## src/rtl/cpu_fwd_pkg.sv

```systemverilog
// Shared forwarding definitions: source-select codes and default source count.
// Used by the operand-select register, the hazard unit and the debug monitor.
package cpu_fwd_pkg;

    localparam int unsigned OPSEL_SRC_REGFILE = 0;
    localparam int unsigned DEFAULT_NUM_FWD   = 2;

    // Select code for forwarding source i; code 0 is reserved for the register file.
    function automatic int unsigned src_code(input int unsigned i);
        return i + 1;
    endfunction

endpackage

```

## src/rtl/fwd_priority_match.sv

```systemverilog
// Combinational priority matcher: finds the youngest forwarding source that writes src_addr.
module fwd_priority_match
    import cpu_fwd_pkg::*;
#(
    parameter int unsigned ADDR_W  = 5,
    parameter int unsigned NUM_FWD = DEFAULT_NUM_FWD,
    parameter int unsigned SEL_W   = $clog2(NUM_FWD + 1)
) (
    input  logic [NUM_FWD*ADDR_W-1:0] fwd_addr,
    input  logic [NUM_FWD-1:0]        fwd_wr_en,
    input  logic [NUM_FWD-1:0]        fwd_ready,
    input  logic [ADDR_W-1:0]         src_addr,
    output logic                      match_any,
    output logic [SEL_W-1:0]          winner,
    output logic                      winner_ready
);

    always_comb begin
        match_any    = 1'b0;
        winner       = '0;
        winner_ready = 1'b0;
        // Scan oldest to youngest so the lowest matching index is the last to write.
        for (int i = int'(NUM_FWD) - 1; i >= 0; i--) begin
            if (fwd_wr_en[i] && (fwd_addr[i*ADDR_W +: ADDR_W] == src_addr) &&
                (src_addr != '0)) begin
                match_any    = 1'b1;
                winner       = SEL_W'(i);
                winner_ready = fwd_ready[i];
            end
        end
    end

endmodule

```

## src/rtl/fwd_operand_select_reg.sv

```systemverilog
// Forwarding operand mux with load-use hazard detection, registered into ID/EX.
// Optional OPSEL_STATS_EN adds saturating forward/hazard counters.
module fwd_operand_select_reg
    import cpu_fwd_pkg::*;
#(
    parameter int unsigned DATA_W  = 32,
    parameter int unsigned ADDR_W  = 5,
    parameter int unsigned NUM_FWD = DEFAULT_NUM_FWD,
    parameter int unsigned SEL_W   = $clog2(NUM_FWD + 1)
) (
    input  logic                      clk,
    input  logic                      reset,
    input  logic                      stall,
    input  logic                      flush,
    input  logic                      in_valid,
    input  logic [ADDR_W-1:0]         src_addr,
    input  logic [DATA_W-1:0]         rf_data,
    input  logic [NUM_FWD-1:0]        fwd_wr_en,
    input  logic [NUM_FWD-1:0]        fwd_ready,
    input  logic [NUM_FWD*ADDR_W-1:0] fwd_addr,
    input  logic [NUM_FWD*DATA_W-1:0] fwd_data,
    output logic                      hazard,
    output logic [DATA_W-1:0]         out_data,
    output logic [SEL_W-1:0]          out_sel,
    output logic                      out_valid
`ifdef OPSEL_STATS_EN
    ,
    output logic [NUM_FWD*16-1:0]     stat_fwd_cnt,
    output logic [15:0]               stat_hazard_cnt
`endif
);

    logic              match_any;
    logic [SEL_W-1:0]  winner;
    logic              winner_ready;
    logic [DATA_W-1:0] sel_data;
    logic [SEL_W-1:0]  sel_code;
    logic [DATA_W-1:0] data_q;
    logic [SEL_W-1:0]  sel_q;
    logic              valid_q;
    logic              bubble;

    fwd_priority_match #(
        .ADDR_W  (ADDR_W),
        .NUM_FWD (NUM_FWD),
        .SEL_W   (SEL_W)
    ) u_match (
        .fwd_addr     (fwd_addr),
        .fwd_wr_en    (fwd_wr_en),
        .fwd_ready    (fwd_ready),
        .src_addr     (src_addr),
        .match_any    (match_any),
        .winner       (winner),
        .winner_ready (winner_ready)
    );

    always_comb begin
        sel_data = rf_data;
        sel_code = SEL_W'(OPSEL_SRC_REGFILE);
        for (int i = 0; i < int'(NUM_FWD); i++) begin
            if (match_any && (winner == SEL_W'(i))) begin
                sel_data = fwd_data[i*DATA_W +: DATA_W];
                sel_code = SEL_W'(src_code(i));
            end
        end
    end

    assign hazard = in_valid && match_any && !winner_ready;

    // Reset, flush and an unstalled hazard all load a bubble; flush overrides stall.
    assign bubble = reset || flush || (!stall && hazard);

    always_ff @(posedge clk) begin
        if (bubble) begin
            data_q  <= '0;
            sel_q   <= '0;
            valid_q <= 1'b0;
        end else if (!stall) begin
            data_q  <= sel_data;
            sel_q   <= sel_code;
            valid_q <= in_valid;
        end
    end

    assign out_data  = data_q;
    assign out_sel   = sel_q;
    assign out_valid = valid_q;

`ifdef OPSEL_STATS_EN
    logic [15:0] fwd_cnt_q [NUM_FWD];
    logic [15:0] hazard_cnt_q;
    logic        capture_fwd;

    assign capture_fwd = !reset && !flush && !stall && !hazard && in_valid && match_any;

    always_ff @(posedge clk) begin
        if (reset) begin
            hazard_cnt_q <= '0;
            for (int i = 0; i < int'(NUM_FWD); i++) begin
                fwd_cnt_q[i] <= '0;
            end
        end else begin
            if (hazard && !stall && (hazard_cnt_q != 16'hFFFF)) begin
                hazard_cnt_q <= hazard_cnt_q + 16'd1;
            end
            for (int i = 0; i < int'(NUM_FWD); i++) begin
                if (capture_fwd && (winner == SEL_W'(i)) && (fwd_cnt_q[i] != 16'hFFFF)) begin
                    fwd_cnt_q[i] <= fwd_cnt_q[i] + 16'd1;
                end
            end
        end
    end

    always_comb begin
        stat_fwd_cnt = '0;
        for (int i = 0; i < int'(NUM_FWD); i++) begin
            stat_fwd_cnt[i*16 +: 16] = fwd_cnt_q[i];
        end
    end

    assign stat_hazard_cnt = hazard_cnt_q;
`endif

endmodule

```

## config.mk

```make
export PLATFORM = sky130hd
export DESIGN_NAME = fwd_operand_select_reg
export DESIGN_NICKNAME = d
export VERILOG_FILES = /design/src/rtl/cpu_fwd_pkg.sv /design/src/rtl/fwd_priority_match.sv /design/src/rtl/fwd_operand_select_reg.sv
export SDC_FILE = /design/constraint.sdc
export NUM_CORES = 1
export LEC_CHECK = 0
export CAP_MARGIN = 0
export CORE_UTILIZATION = 25
export CTS_CLUSTER_SIZE = 30
export DETAILED_ROUTE_END_ITERATION = 16
export HOLD_SLACK_MARGIN = 0.02
export PLACE_DENSITY_LB_ADDON = 0.2
export RECOVER_POWER = 100
export SETUP_SLACK_MARGIN = 0.05
export SLEW_MARGIN = 20
export SYNTH_ARGS = -nofsm -noshare
export SYNTH_HDL_FRONTEND = slang
export SYNTH_SLANG_ARGS = --single-unit
```

## constraint.sdc

```tcl
create_clock -name clk -period 3.2 [get_ports clk]
set_input_delay 0.64 -clock clk [delete_from_list [all_inputs] [get_ports clk]]
set_output_delay 0.64 -clock clk [all_outputs]
set_load 0.05 [all_outputs]
```

==> run metrics <==
placer's final routability congestion estimate=0.786; library cell used as clock root buffer=sky130_fd_sc_hd__clkbuf_8; sum of internal, switching and leakage power=1.14 mW; r2r worst-path depth=3; Starting Density=0.257; area of the die=0.00984 mm²; area fraction of the dominant cell type after synthesis=0.297; final core utilization=0.451; leakage=1.57 nW; Relative slew margins=0.630; delay-heaviest family, CP=buffers and inverters; number of distinct library cells after synthesis=31; GRT Util Overall=0.177; global-route wire length before repair=roughly 14000 µm; worst-path maximum fanout=2; Placed Instance Area=0.00407 mm²; Setup Crit Path Kind=primary input to output port; Arr. time, crit path=between 2 and 2.5 ns; startpoint of the most critical hold path=out_data[7]; number of primary I/O pins=156; clock transition at the registers of the reported paths=~0.06 ns; antenna-violating nets left=0; dominant combinational cell family by area after synthesis=compound AO/OA/AOI/OAI gates; crit path max-delay cell type=sky130_fd_sc_hd__or4_4; number of levels in the clock H-tree=2; final hold viol count=0; worst-path cell chain=clkdlybuf4s50_1, or4_4, buf_4, o211a_4, nand2_2, nor3_2, o21a_1, buf_12; complex-gate fraction of the synthesized area=0.315; capturing element type of the critical path=output port; count of buffers from port buffering=roughly 160; net count after synthesis=a little over 400; iteration count of the initial detailed-routing pass=4; startpoint kind of the worst setup timing path=primary input; clock period minus final worst setup slack=between 3 and 4 ns; FP Rows=35; Power per Cell Area=around 270 mW/mm²; outcome=completed; clock buffer count from CTS=5; HPWL after detailed placement=6220 µm; main area contributors after synthesis=sky130_fd_sc_hd__dfxtp_1, sky130_fd_sc_hd__o311ai_0, sky130_fd_sc_hd__a21boi_0; standard cell core area=0.00920 mm²; insertion delay of the later-clocked pin in the worst-skew pair=around 0.28 ns; clock tree from TritonCTS=built; synth-to-layout area growth=75.6%; register-to-register setup slack=2.38 ns; Synth Area per Inst=8.11 µm²; post-synthesis instance total=291; Remaining Overflow, GRT=0; count of synthesis-stage warnings from yosys=0; reg2reg start=out_data[30]; Sinks on Clock Net=35; worst path bufs/invs=3; setup repair after global routing missed its margin=no; MaxCap Viol Count=0; vias per cell=5.13; Seq cells post-synth=35; final number of max-transition violations=0; simple-gate share of the synthesized area=0.278; 1st-iter DRT viols=85; WL final=8720 µm; logic depth of the worst setup path including buffers=8; antenna cell count=0; post-synthesis adder-cell area fraction=0; worst ir drop on vdd=125 µV; via count=2826; layout cells sized above 1=0.0818; hold-critical path depth=2; floorplan die height=between 90 and 100 µm; Achievable Freq=323 MHz; pin count of the biggest net entering global routing=54; area of the mapped netlist=0.00236 mm²; required arrival time at the worst endpoint=2.56 ns; Hold WC Path Type=flop to flop; final-report setup violation count=0; Critical R2R Capture=out_data[30]; drc violations=0; transition time of the tightest slew-check pin=roughly 0.55 ns; leading cell types in the layout, fill and taps excluded=sky130_fd_sc_hd__clkdlybuf4s50_1, sky130_fd_sc_hd__dfxtp_1, sky130_fd_sc_hd__dlygate4sd3_1, sky130_fd_sc_hd__nand2_1; final clock period utilization by the worst path=0.969; post-route design area=0.00415 mm²; most common cell after layout, fill and taps aside=sky130_fd_sc_hd__clkdlybuf4s50_1; initial antenna violation count=0; parity-gate share of the synthesized area counting xor and xnor cells=0.0408; sink of the worst hold path=out_data[7]; slowest cell delay on critical path=0.53 ns; via count of the first global-routing pass=2865; share of cell area taken by muxes after synthesis=0.00424; cell accounting for the most synthesized area=sky130_fd_sc_hd__dfxtp_1; Fill cells=928; width of the die=99.2 µm; total negative slack=0 ns; drt wl/cell=between 15 and 20 µm; buffer levels on the longest clock path=2; sequential fraction of the synthesis area=0.297; final layout net count=561; worst clock skew on the final layout=0 ns
-- report_power, final --
group / leakage, nW / total (mW) / switching [mW] / internal (mW)
Sequential: 0.285 / 0.457 / 0.00685 / 0.450
Combinational: 1.25 / 0.388 / 0.183 / 0.205
Clock: 0.0371 / 0.294 / 0.149 / 0.145
Total: 1.57 / 1.14 / 0.338 / 0.801
-- synth_stat cells --
cell type                  count
sky130_fd_sc_hd__and2_0        1
sky130_fd_sc_hd__dfxtp_1      35
sky130_fd_sc_hd__nand2_1      31
sky130_fd_sc_hd__buf_6         4
sky130_fd_sc_hd__o311ai_0     26
sky130_fd_sc_hd__a31oi_1      12
sky130_fd_sc_hd__o21a_1        1
sky130_fd_sc_hd__nor4b_1       1
sky130_fd_sc_hd__inv_1         1
sky130_fd_sc_hd__nor2_1        4
sky130_fd_sc_hd__buf_1         3
sky130_fd_sc_hd__and2_1        7
sky130_fd_sc_hd__clkbuf_1     25
sky130_fd_sc_hd__or4_4         1
sky130_fd_sc_hd__and3_1       25
sky130_fd_sc_hd__a21boi_0     26
sky130_fd_sc_hd__o41ai_4       1
sky130_fd_sc_hd__xor2_1        9
sky130_fd_sc_hd__nor3_1        1
sky130_fd_sc_hd__nand3_1       7
sky130_fd_sc_hd__nand2b_1      1
sky130_fd_sc_hd__xnor2_1       2
sky130_fd_sc_hd__nand3b_1     26
sky130_fd_sc_hd__nor4_2        1
sky130_fd_sc_hd__nor4_1        1
sky130_fd_sc_hd__nand4_1       6
sky130_fd_sc_hd__o211a_1       2
sky130_fd_sc_hd__mux2i_1       1
sky130_fd_sc_hd__a311oi_1      1
sky130_fd_sc_hd__a21oi_2      10
sky130_fd_sc_hd__a21oi_1      19
-- flip-flops by register name, indices dropped and copies added, names as in the netlist --
name	cells
out_data	32
out_sel	2
out_valid	1
-- cells by family (layout without fill, tap and decap cells) --
kind of cell    count (synthesis)  in the layout
simple gates                  113            113
compound gates                 98             98
flops                          35             35
buf+inv                        33            182
xor+xnor                       11             11
mux                             1              1
-- timing repair --
item,4_1_cts,5_1_grt
hold buffers,0,0
pin swaps,3,3
endpoints found under the setup margin,1,1
resized for setup,0,6
buffers inserted,1,0
-- worst max path at each step --
stage | from | endpoint
detailed placement | src_addr[3] | out_data[19]
CTS | src_addr[3] | hazard
global placement | src_addr[3] | out_data[16]
global route | src_addr[4] | hazard
floorplan | src_addr[3] | hazard
finish | src_addr[4] | hazard
-- through the flow --
stage | hold WS, ns | worst slack (ns) | cells
6_report | 0.456 | 0.0994 | 551
5_1_grt | 0.475 | 0.0385 | 551
4_1_cts | 0.463 | 0.0574 | 551
3_5_place_dp | 0.450 | -0.0185 | 544
3_3_place_gp | 0.442 | 0.0310 | 544
2_1_floorplan | 0.673 | 0.0969 | 291
-- tightest hold or removal path, stage by stage (launching register included) --
cell and delay [ns]:
sky130_fd_sc_hd__dfxtp_1 0.31, sky130_fd_sc_hd__nand2_1 0.05, sky130_fd_sc_hd__a21oi_1 0.05
-- metal layers --
metal	global-route usage	vias to the layer above	part of all wire
met2	0.311	95	0.48
li1	-	1399	-
met1	0.217	1323	0.44
met3	0.0443	9	0.068
met5	0	-	0
met4	0.0441	0	0.0092
-- area by class of cell --
cell class                      count  area (µm²)  area share
Clock buffer                        6        72.6      0.0175
Timing Repair Buffer              175        1710       0.412
Inverter                            1        3.75    0.000906
Sequential cell                    35         701       0.169
Multi-Input combinational cell    223        1520       0.367
Tap cell                          111         139      0.0335
(Power assumes the default switching activity.)
